## config.mk

```make
export PLATFORM = sky130hd
export DESIGN_NAME = seg_display_ctrl
export DESIGN_NICKNAME = d
export VERILOG_FILES = /design/src/rtl/seg_pkg.sv /design/src/rtl/seg_hex_decoder.sv /design/src/rtl/seg_display_ctrl.sv
export SDC_FILE = /design/constraint.sdc
export NUM_CORES = 1
export LEC_CHECK = 0
export BUFFER_PORTS_ARGS = -buffer_cell sky130_fd_sc_hd__buf_2
export CAP_MARGIN = 0
export CORE_MARGIN = 1
export CORE_UTILIZATION = 28
export CTS_CLUSTER_DIAMETER = 40
export DETAILED_ROUTE_END_ITERATION = 10
export MAX_ROUTING_LAYER = met4
export SLEW_MARGIN = 20
export SYNTH_ARGS = -nofsm -noshare
export SYNTH_HDL_FRONTEND = slang
export SYNTH_SLANG_ARGS = --single-unit
```

## constraint.sdc

```tcl
create_clock -name clk -period 5.43 [get_ports clk]
set_input_delay 0.543 -clock clk [delete_from_list [all_inputs] [get_ports clk]]
set_output_delay 0.543 -clock clk [all_outputs]
set_load 0.005 [all_outputs]
```

## src/rtl/seg_pkg.sv

```systemverilog
// Shared definitions for the seven-segment display blocks: hex segment patterns,
// the logical "all segments off" value and the default display frame record.
package seg_pkg;

    localparam int SEG_NUM_DIGITS = 8;
    localparam int SEG_BRIGHT_W   = 4;

    // Patterns are {a,b,c,d,e,f,g} with a in bit 6, always active-high here
    localparam logic [6:0] SEG_0 = 7'h7E;
    localparam logic [6:0] SEG_1 = 7'h30;
    localparam logic [6:0] SEG_2 = 7'h6D;
    localparam logic [6:0] SEG_3 = 7'h79;
    localparam logic [6:0] SEG_4 = 7'h33;
    localparam logic [6:0] SEG_5 = 7'h5B;
    localparam logic [6:0] SEG_6 = 7'h5F;
    localparam logic [6:0] SEG_7 = 7'h70;
    localparam logic [6:0] SEG_8 = 7'h7F;
    localparam logic [6:0] SEG_9 = 7'h7B;
    localparam logic [6:0] SEG_A = 7'h77;
    localparam logic [6:0] SEG_B = 7'h1F;
    localparam logic [6:0] SEG_C = 7'h4E;
    localparam logic [6:0] SEG_D = 7'h3D;
    localparam logic [6:0] SEG_E = 7'h4F;
    localparam logic [6:0] SEG_F = 7'h47;

    localparam logic [7:0] SEG_OFF = 8'h00;

    typedef struct packed {
        logic [4*SEG_NUM_DIGITS-1:0] val;
        logic [SEG_NUM_DIGITS-1:0]   dp;
        logic [SEG_NUM_DIGITS-1:0]   blank;
        logic [SEG_BRIGHT_W-1:0]     bright;
    } type_seg_frame_s;

endpackage

```

## src/rtl/seg_hex_decoder.sv

```systemverilog
// Combinational hex nibble to seven-segment pattern ({a..g}, active-high).
module seg_hex_decoder
    import seg_pkg::*;
(
    input  logic [3:0] nibble_i,
    output logic [6:0] seg_o
);

    always_comb begin
        case (nibble_i)
            4'h0:    seg_o = SEG_0;
            4'h1:    seg_o = SEG_1;
            4'h2:    seg_o = SEG_2;
            4'h3:    seg_o = SEG_3;
            4'h4:    seg_o = SEG_4;
            4'h5:    seg_o = SEG_5;
            4'h6:    seg_o = SEG_6;
            4'h7:    seg_o = SEG_7;
            4'h8:    seg_o = SEG_8;
            4'h9:    seg_o = SEG_9;
            4'hA:    seg_o = SEG_A;
            4'hB:    seg_o = SEG_B;
            4'hC:    seg_o = SEG_C;
            4'hD:    seg_o = SEG_D;
            4'hE:    seg_o = SEG_E;
            default: seg_o = SEG_F;
        endcase
    end

endmodule

```

## src/rtl/seg_display_ctrl.sv

```systemverilog
// Multiplexed seven-segment controller with double-buffered frame load and PWM brightness.
// Optional leading-zero blanking is enabled by defining SEG_LZB_EN.
module seg_display_ctrl
    import seg_pkg::*;
#(
    parameter int NUM_DIGITS  = 8,
    parameter int CLK_DIV     = 200000,
    parameter int BRIGHT_W    = 4,
    parameter bit SEG_ACT_LOW = 1'b1,
    parameter bit AN_ACT_LOW  = 1'b1
) (
    input  logic                    clk,
    input  logic                    rst,
    input  logic                    wr_valid_i,
    output logic                    wr_ready_o,
    input  logic [4*NUM_DIGITS-1:0] val_i,
    input  logic [NUM_DIGITS-1:0]   dp_i,
    input  logic [NUM_DIGITS-1:0]   blank_i,
    input  logic [BRIGHT_W-1:0]     bright_i,
    output logic [7:0]              seg_o,
    output logic [NUM_DIGITS-1:0]   an_o,
    output logic                    frame_o
);

    localparam int CNT_W = $clog2(CLK_DIV);
    localparam int DIG_W = (NUM_DIGITS > 1) ? $clog2(NUM_DIGITS) : 1;

    localparam logic [CNT_W-1:0]      CNT_MAX  = CNT_W'(CLK_DIV - 1);
    localparam logic [DIG_W-1:0]      DIG_MAX  = DIG_W'(NUM_DIGITS - 1);
    localparam logic [CNT_W-1:0]      STEP     = CNT_W'(CLK_DIV >> BRIGHT_W);
    localparam logic [7:0]            SEG_IDLE = SEG_ACT_LOW ? ~SEG_OFF : SEG_OFF;
    localparam logic [NUM_DIGITS-1:0] AN_IDLE  = AN_ACT_LOW ? '1 : '0;

    typedef struct packed {
        logic [4*NUM_DIGITS-1:0] val;
        logic [NUM_DIGITS-1:0]   dp;
        logic [NUM_DIGITS-1:0]   blank;
        logic [BRIGHT_W-1:0]     bright;
    } frame_t;

    logic [CNT_W-1:0]      cnt_q, cnt_d;
    logic [DIG_W-1:0]      digit_q, digit_d;
    frame_t                pend_q, pend_d;
    frame_t                act_q, act_d;
    logic                  pend_vld_q, pend_vld_d;
    logic                  frame_q, frame_d;
    logic [7:0]            seg_q, seg_d;
    logic [NUM_DIGITS-1:0] an_q, an_d;

    logic                  tick, wrap, lit;
    logic [NUM_DIGITS-1:0] dark;
    logic [CNT_W-1:0]      duty;
    logic [6:0]            hex_seg;
    logic [7:0]            seg_logic;
    logic [NUM_DIGITS-1:0] an_logic;

    assign tick = (cnt_q == CNT_MAX);
    assign wrap = tick && (digit_q == DIG_MAX);

    always_comb begin
        cnt_d   = cnt_q + 1'b1;
        digit_d = digit_q;
        if (tick) begin
            cnt_d   = '0;
            digit_d = wrap ? '0 : digit_q + 1'b1;
        end
    end

    // Commit only ever happens with a full pending buffer and accept only with an
    // empty one, so the two branches below can never fight over pend_vld_d.
    always_comb begin
        pend_d     = pend_q;
        pend_vld_d = pend_vld_q;
        act_d      = act_q;
        frame_d    = wrap;
        if (wrap && pend_vld_q) begin
            act_d      = pend_q;
            pend_vld_d = 1'b0;
        end
        if (wr_valid_i && !pend_vld_q) begin
            pend_d.val    = val_i;
            pend_d.dp     = dp_i;
            pend_d.blank  = blank_i;
            pend_d.bright = bright_i;
            pend_vld_d    = 1'b1;
        end
    end

`ifdef SEG_LZB_EN
    // Scan from the top digit down; once a significant digit is seen nothing below blanks.
    always_comb begin
        logic seen;
        seen = 1'b0;
        dark = act_q.blank;
        for (int i = NUM_DIGITS - 1; i > 0; i--) begin
            if ((act_q.val[4*i +: 4] != 4'h0) || act_q.dp[i]) begin
                seen = 1'b1;
            end
            if (!seen) begin
                dark[i] = 1'b1;
            end
        end
    end
`else
    assign dark = act_q.blank;
`endif

    seg_hex_decoder u_hex (
        .nibble_i (act_q.val[{digit_q, 2'b00} +: 4]),
        .seg_o    (hex_seg)
    );

    assign duty = CNT_W'(act_q.bright) * STEP;
    assign lit  = !dark[digit_q] && ((&act_q.bright) || (cnt_q < duty));

    always_comb begin
        seg_logic = SEG_OFF;
        an_logic  = '0;
        if (lit) begin
            seg_logic = {act_q.dp[digit_q], hex_seg};
            an_logic  = NUM_DIGITS'(1) << digit_q;
        end
        seg_d = SEG_ACT_LOW ? ~seg_logic : seg_logic;
        an_d  = AN_ACT_LOW ? ~an_logic : an_logic;
    end

    always_ff @(posedge clk or posedge rst) begin
        if (rst) begin
            cnt_q      <= '0;
            digit_q    <= '0;
            pend_q     <= '0;
            act_q      <= '0;
            pend_vld_q <= 1'b0;
            frame_q    <= 1'b0;
            seg_q      <= SEG_IDLE;
            an_q       <= AN_IDLE;
        end else begin
            cnt_q      <= cnt_d;
            digit_q    <= digit_d;
            pend_q     <= pend_d;
            act_q      <= act_d;
            pend_vld_q <= pend_vld_d;
            frame_q    <= frame_d;
            seg_q      <= seg_d;
            an_q       <= an_d;
        end
    end

    assign wr_ready_o = ~pend_vld_q;
    assign frame_o    = frame_q;
    assign seg_o      = seg_q;
    assign an_o       = an_q;

endmodule

```

==> metrics.yaml <==
outcome:
  status: "finished, final reports clean"
clock_network:
  holdBufCountCts: 0
  clockBufferDepth: 2
  clkTransAtPathRegs_ns: 0.06
  clock-root-buffer: "clkbuf_16"
  cts.sinks: 143
  post-cts-setup-buffer-count: 0
  cts_max_level: 4
  clock_latency_ns: 0.42
  cts_tree: "built"
  cts-buffers-inserted: 17
  post_cts_resize_count: 0
worst_setup_path:
  path_max_fanout: 16
  worst-setup-path-type: "reg -> reg"
  end_kind: "flop"
  reg2reg_depth: 16
  required_ns: 5.74
  cp.arrival_ns: 4.17
  start_kind: "flop"
timing:
  finalSetupViolations: 0
  hold_ws_ns: 0.270
  fin_crit_ns: 3.86
  finalSetupTns_ns: 0
  max_freq_mhz: 259
  layout_worst_path_cycle_share_pct: 71.2
  slew_headroom_pct: 27.3
  clock_skew_ns: 0.0136
  finalMaxSlewViolations: 0
  rsz0062_at_grt: "no"
  hold_violations: 0
  tightestPinTransition_ns: 1.09
synth:
  syn_area_sq_um: 7210
  synth.yosys.seq_area_share_pct: 49.9
  ys_warn_count: 0
  synth-edff-count: 0
  synth_top_area_share_pct: 44.1
  syn_inst: 521
  synth_seq_cells: 143
  ys_async_sr_fraction_pct: 100
  synth_area_leaders: "dfrtp_1 44%, mux2_4 10%, mux2_2 8.9%"
  synth.distinct_cells: 54
  synth_nets: 621
  syn_avg_cell_area_sq_um: 13.8
  synth_area_leader_cell: "dfrtp_1"
  synthFlopType: "dfrtp_1"
worst_hold_path:
  hp-class: "in -> async"
die:
  die_height_um: 162
  die-area_sq_um: 26400
  io_pins: 73
  die_x_um: 162
  core-area_sq_um: 25300
  start_util_pct: 28.5
  rows: 58
finish:
  layout.nets: 693
  utilization_pct: 33.5
  syn2layout_area_growth_pct: 17.5
  num-fill-cells: 2529
  diodes: 0
  drive_gt1_share_pct: 40.8
  multi_input_area_sq_um: 3410
  final_area_sq_um: 8470
  regArea_sq_um: 3600
global_route:
  grt_start_max_net_pins: 89
  antenna_found_initial: 0
  track_usage_pct: 12.1
  overflow: 0
  grt_pass1_wl_mm: 23.7
  grt_pass1_vias: 4416
power:
  p_switching_mw: 0.504
  ir_worst_vdd_mv: 0.216
  p_clk_share_pct: 48.7
  power.density_nw_per_um2: 284
  leakagePower_nw: 4.04
  p_total_mw: 2.41
  comb_power_share_pct: 3.7
  p_int_mw: 1.90
  power_frac_seq_pct: 47.5
  switching_share_pct: 20.9
route:
  num_vias: 4168
  route.detailed.drc: 0
  drtPass1Iterations: 4
  vias_per_cell: 4.45
  ant_nets: 0
  wl_mm: 14.4
  drtIter0Drc: 131
  wl_per_cell_um: 15.3
placement:
  gp_congestion: 0.779
  place_hpwl_mm: 10.1
  post_dp_cell_area_sq_um: 7880
  port_buffers: 72
flow_run:
  max_cap_violations: 0
## flip-flops by register name, indices dropped and copies added (netlist names)
signal,count
digit_q,3
frame_o,1
seg_o,8
cnt_q,18
an_o,8
dark,8
act_q,44
pend_q,52
pend_vld_q,1
## power by group through the flow
| stage | Combinational [mW] | Sequential, mW | Clock [mW] |
|---|---|---|---|
| final | 0.0893 | 1.14 | 1.17 |
| after global routing | 0.101 | 1.15 | 1.25 |
| after CTS | 0.0928 | 1.15 | 1.21 |
| after detailed placement | 0.0927 | 1.16 | 0 |
| after global placement | 0.0897 | 1.16 | 0 |
| after floorplan | 0.0606 | 1.15 | 0 |
## metrics by stage
| stage | std cells | setup slack (ns) |
|---|---|---|
| 3_3_place_gp | 904 | 1.64 |
| 4_1_cts | 936 | 1.52 |
| 2_1_floorplan | 521 | 1.08 |
| 6_report | 936 | 1.57 |
| 5_1_grt | 936 | 1.24 |
| 3_5_place_dp | 904 | 1.55 |
## critical path, cell delays in order (launching register included)
cell and delay, ns:
dfrtp_1 0.44, ha_1 0.25, xor2_1 0.15, ha_1 0.19, a21o_1 0.15, ha_1 0.31, a21o_1 0.20, a21oi_1 0.21
o21bai_1 0.13, a31oi_1 0.27, o211ai_1 0.14, ha_1 0.32, a21oi_1 0.14, o21a_1 0.13, o211ai_1 0.13, a21oi_4 0.40
o21ai_0 0.19
## placed cells by master (no fill, tap or decap), types with 11 or more instances in the layout
cell type	instances
nor2_1	13
dfrtp_1	127
mux2_4	49
clkbuf_16	17
nand2_1	22
xnor2_1	12
xor2_1	13
o21ai_0	11
mux4_2	12
ha_1	45
dfstp_2	16
buf_2	72
mux2_2	57
inv_1	15
## routing by layer
| layer | GRT usage [%] | wire, um |
|---|---|---|
| met5 | - | 0 |
| met4 | 3.73 | 184 |
| met3 | 2.80 | 452 |
| met2 | 18.4 | 6700 |
| met1 | 15.9 | 7030 |
## final cells by class
cell class                      instances  share of cell area, %
Sequential cell                       143                   42.5
Multi-Input combinational cell        339                   40.3
Clock buffer                           22                   5.36
Tap cell                              330                   4.87
Timing Repair Buffer                   75                   4.52
Clock inverter                         10                   1.65
Inverter                               17                  0.812
## worst paths after layout
| path | from | end | slack, ns |
|---|---|---|---|
| max | act_q[1]$_DFFE_PP0P_ | seg_o[7]$_DFF_PP1_ | 1.57 |
| min | rst | cnt_q[16]$_DFF_PP0_ | 0.27 |
| max reg2reg | act_q[1]$_DFFE_PP0P_ | seg_o[7]$_DFF_PP1_ | 1.57 |
| min reg2reg | cnt_q[0]$_DFF_PP0_ | cnt_q[0]$_DFF_PP0_ | 0.48 |
| max in group asynchronous | rst | pend_q[27]$_DFFE_PP0P_ | 3.93 |
| min in group clk | val_i[8] | pend_q[28]$_DFFE_PP0P_ | 0.35 |
## logic make-up after synthesis
logic type	synth area share [%]
compound gates	5.73
mux	24.2
fa+ha+maj	7.81
xor+xnor	3.04
flops	49.9
simple gates	6.49
buf+inv	2.85
## cells in the mapped netlist (all sizes together), types with 2 or more instances
cell,n
a211oi,3
a21o,3
a21oi,11
a31oi,2
and2,6
and3,6
buf,13
clkbuf,9
dfrtp,127
dfstp,16
ha,45
inv,16
mux2,106
mux2i,7
mux4,12
nand2,22
nand3,11
nand3b,2
nand4,5
nor2,13
nor2b,4
nor3,5
nor3b,4
nor4,2
o211ai,10
o21a,5
o21ai,11
o21bai,2
o22a,2
xnor2,12
xor2,13
Power figures use the tool's default switching activity.
